<file path="src/rtl/ls166.sv">
// 74LS166 8-bit parallel-in/serial-out shift register with asynchronous clear.
// Optional build macro LS166_TAP_EN exposes the full register as q_tap.
module ls166 (
    input  logic       clk,
    input  logic       clr_n,
    input  logic       sh_ld_n,
    input  logic       clk_inh,
    input  logic       ser,
    input  logic [7:0] d,
    output logic       qh
`ifdef LS166_TAP_EN
    ,
    output logic [7:0] q_tap
`endif
);

    logic [7:0] q_r;
    logic [7:0] q_next_s;

    // Next-state select: inhibit blocks both load and shift; stage A takes ser on shift
    always_comb begin
        q_next_s = q_r;
        if (clk_inh == 1'b1) begin
            q_next_s = q_r;
        end else if (sh_ld_n == 1'b0) begin
            q_next_s = d;
        end else begin
            q_next_s = {q_r[6:0], ser};
        end
    end

    // Register stages A..H; clear acts immediately regardless of clk
    always_ff @(posedge clk or negedge clr_n) begin
        if (!clr_n) begin
            q_r <= 8'h00;
        end else begin
            q_r <= q_next_s;
        end
    end

    assign qh = q_r[7];

`ifdef LS166_TAP_EN
    assign q_tap = q_r;
`endif

endmodule

</file>
<file path="config.mk">
export PLATFORM = sky130hd
export DESIGN_NAME = ls166
export DESIGN_NICKNAME = d
export VERILOG_FILES = /design/src/rtl/ls166.sv
export SDC_FILE = /design/constraint.sdc
export NUM_CORES = 1
export LEC_CHECK = 0
export BUFFER_PORTS_ARGS = -buffer_cell sky130_fd_sc_hd__buf_2
export CORE_AREA = 2 2 39 41
export CTS_CLUSTER_SIZE = 8
export DETAILED_ROUTE_END_ITERATION = 7
export DIE_AREA = 0 0 41 43
export PLACE_DENSITY = 0.56
export SLEW_MARGIN = 20
export SYNTH_ARGS = -nofsm -noshare
export SYNTH_HDL_FRONTEND = slang
export SYNTH_SLANG_ARGS = --single-unit
</file>
<file path="constraint.sdc">
create_clock -name clk -period 0.9 [get_ports clk]
set_clock_uncertainty 0.05 [all_clocks]
set_input_delay 0.18 -clock clk [delete_from_list [all_inputs] [get_ports clk]]
set_output_delay 0.18 -clock clk [all_outputs]
set_load 0.02 [all_outputs]
</file>
Yosys cells after proc, flatten, opt, wreduce, memory -nomap -nowiden

Cells that the tools add are included.

Word-level logic and storage cells: 2
Register bits after elaboration: 8
Output and inout port bits: 1
RAM bits: 0
Bits in latches: 0
ROM bits: 0
Bits of input ports: 13
Memories: 0

Add/subtract/negate cells: 0
Bitwise gates (word level): 0
Div/mod/pow operators: 0
Eq/ne operators: 0
Multipliers: 0
Mux-type cells: 1
Shift-type cells: 0
Reduce and logical (&&, ||, !) cells: 0
Magnitude comparators: 0

Operator list:

| kind    | count |
|---|---|
| $mux W8 | 1 |

Longest topological paths before layout

Word-level depth: 1
Depth in mapped cells: 3
Mapped depth without buffers: 2

Worst setup path before layout

OpenSTA, ideal clock, no wires.

Path type: register to register
Start point: reg, netlist name q_r[7]
End point: reg q_r[7]
Library setup time: 0.121 ns
Clock period less this slack: 0.737 ns
Data arrival time: 0.567 ns
Stages on the path, launching flop included: 3
Slack: 0.163 ns
Path through: dfrtp_1 > nand2_1 > o21ai_1

RTL lines:

| what                 | RTL line | source |
|---|---|---|
| to (signal assigned) | 37       | `q_r <= q_next_s;` |
| to (decl)            | 17       | `logic [7:0] q_r;` |

Worst setup path after layout

Start point: reg q_r[7]
End point: out qh

RTL lines:

| what      | RTL line | source |
|---|---|---|
| to (decl) | 10       | `output logic qh` |

No word-level cell between the ends.

==> flow_summary.yaml <==
setup_path:
  cp_slowest_stage_delay_ns: 0.38
  cp_slowest_cell: "dfrtp_1"
  path_buf_inv: 1
  path_cells: "buf_6"
  crit_path_start: "q_r[7]"
  worstPathArrival_ns: 0.77
  crit_type: "reg2out"
  r2r-start: "q_r[1]"
  worst_ep_required_time_ns: 0.67
  path_delay_family: "flip-flops"
  timing.critical_path.to_type: "output pin"
  start_kind: "flop"
  cp_max_fo: 2
power:
  vdd_drop_max_mv: 0.537
  seq_power_share_pct: 51.2
  pwr-share-clk_pct: 32.4
  power_switching_uw: 208
  p_int_uw: 628
  p_per_area_mw_per_mm2: 1760
  combPwrFrac_pct: 16.4
  swShare_pct: 24.9
  p_leak_uw: 0.000242
  total_power_uw: 836
floorplanning:
  start_util_pct: 26.9
  ioPinCount: 14
  rows: 14
  die_y_um: 43
  fp.dieW_um: 41
  die-area_mm2: 0.00176
  core_mm2: 0.00138
synth:
  ys_seq_area_share_pct: 53.7
  yosys.area.top_type_share_pct: 53.7
  yosys.area.top_type: "dfrtp_1"
  ys_top_cells_by_area: "dfrtp_1 (54%), mux2i_1 (21%), o21ai_1 (11%)"
  synth_xor_area_share_pct: 0
  synth-simple-area-share_pct: 8.05
  synthesis.area_um2: 373
  synth_top_family_by_area: "multiplexers"
  syn-num-nets: 47
  syn_area_per_cell_um2: 11.0
  synth_seq_cells: 8
  synth_compound_area_share_pct: 10.7
  synth_warnings: 0
  yosysUniqueCellTypes: 5
  muxShareOfSynthArea_pct: 21.5
  synth_fa_ha_area_share_pct: 0
  synthCells: 34
global_route:
  grt_pass1_vias: 226
  grt_max_degree: 17
  grt_pass1_wl_um: 917
  grt_overflow: 0
  antenna_found_initial: 0
  grt_usage_pct: 9.02
drt:
  drt_iter0_markers: 4
  ant_nets: 0
  drc_errors: 0
  post_drt_wl_per_cell_um: 10.1
  vias: 280
  drt-total-wl_um: 656
  vias_per_cell: 4.31
  firstDrtPassIters: 2
finish:
  finalNonFillerCells: 65
  layout-drive-gt1-share_pct: 32.7
  reg_top3: "q_r: 8 flops"
  antenna_cells: 0
  regMostFlops: "q_r"
  final_common_cell: "buf_2"
  final_cell_mix: "buf_2 (12), mux2i_1 (8), nand2_1 (8), o21ai_1 (8), dfrtp_1 (8)"
  fin_nets: 64
  largest_reg_flops: 8
  area_growth_pct: 27.2
placement:
  dp.cells: 61
  dpl_worst_slack_ns: 0.00923
  dp_hpwl_um: 486
  port_buffers: 13
  gp_congestion: 0.736
timing:
  fmax_mhz: 1000
  setup-tns-final_ns: -0.0987
  timing.final.crit_share_pct: 111
  rsz0062_at_grt: "yes"
  fin_ws_ns: -0.0987
  period_needed_ns: 0.999
  slew_headroom_pct: 83.8
  drv_slew: 0
  hold_viol_final: 0
  setup_viol: 1
  max_slew.worst_pin.slew_ns: 0.244
cts:
  cts_root_buf: "clkbuf_4"
  cts_buffers: 3
  clock_latency_ns: 0.25
  clkSlewWorstSetupHoldPaths_ns: 0.05
  cts_sinks: 8
  cts_setup_buffers: 0
  h-tree-depth: 1
  cts_tree: "built"
  clock_path_buffers: 2
job:
  max_cap_violations: 0
worst_hold_path:
  hp-class: "in2reg"
  hold_start: "d[3]"
status:
  status: "complete, but fails checks"
  violations: "setup timing"
==> stage by stage <==
stage	area (µm²)	util [%]	hold WS, ns
after floorplan	373	-	-0.166
after global placement	435	31.5	-0.0164
after detailed placement	435	31.5	-0.0155
after CTS	474	34.3	0.137
after global routing	474	34.3	0.157
final	474	34.3	0.155
==> final timing paths <==
check | end | cells past startpoint | slack (ns)
setup / recovery | qh | 1 | -0.1
hold / removal | q_r[3] | 3 | 0.15
setup reg to reg | q_r[2] | 2 | 0.13
hold reg to reg | q_r[5] | 2 | 0.43
max in group asynchronous | q_r[2] | 2 | 0.39
min in group asynchronous | q_r[3] | 2 | 0.25
==> synth_stat cells <==
cell type and instances:
dfrtp_1 8, mux2i_1 8, nand2_1 8, o21ai_1 8, buf_6 2
==> timing repair <==
item,in CTS,in global routing
gates resized for setup,2,0
setup endpoints to repair,1,1
endpoints found under the hold margin,8,0
hold buffers,1,0
cloned,0,0
==> kinds of logic (layout without fill, tap and decap cells) <==
family          after synthesis  in the layout
flops                         8              8
buf+inv                       2             17
compound gates                8              8
mux                           8              8
simple gates                  8              8
==> power groups by stage <==
stage	Sequential, µW	Clock [µW]	Combinational, µW
after global placement	432	0	128
after detailed placement	432	0	130
after global routing	430	320	154
after CTS	427	294	140
final	428	271	137
after floorplan	436	0	78.8
==> worst min-delay path, delay by kind of cell <==
kind | cells | cell delay, ns
compound gates | 1 | 0.11
buf+inv | 1 | 0.08
mux | 1 | 0.05
==> per-layer routing <==
layer	track usage (%)	wire length (µm)	vias up
met5	0	0	-
met1	8.94	306	122
met4	12.0	8	0
met3	4.71	33	2
li1	-	-	147
met2	10.9	307	9
==> final cells by class <==
| cell class | count | area [µm²] |
|---|---|---|
| clock buffer | 3 | 22.5 |
| tap | 16 | 20.0 |
| sequential | 8 | 200 |
| timing repair buffer | 14 | 81.3 |
| fill | 146 | 910 |
| multi-input combinational | 24 | 150 |
(Power assumes the default switching activity.)
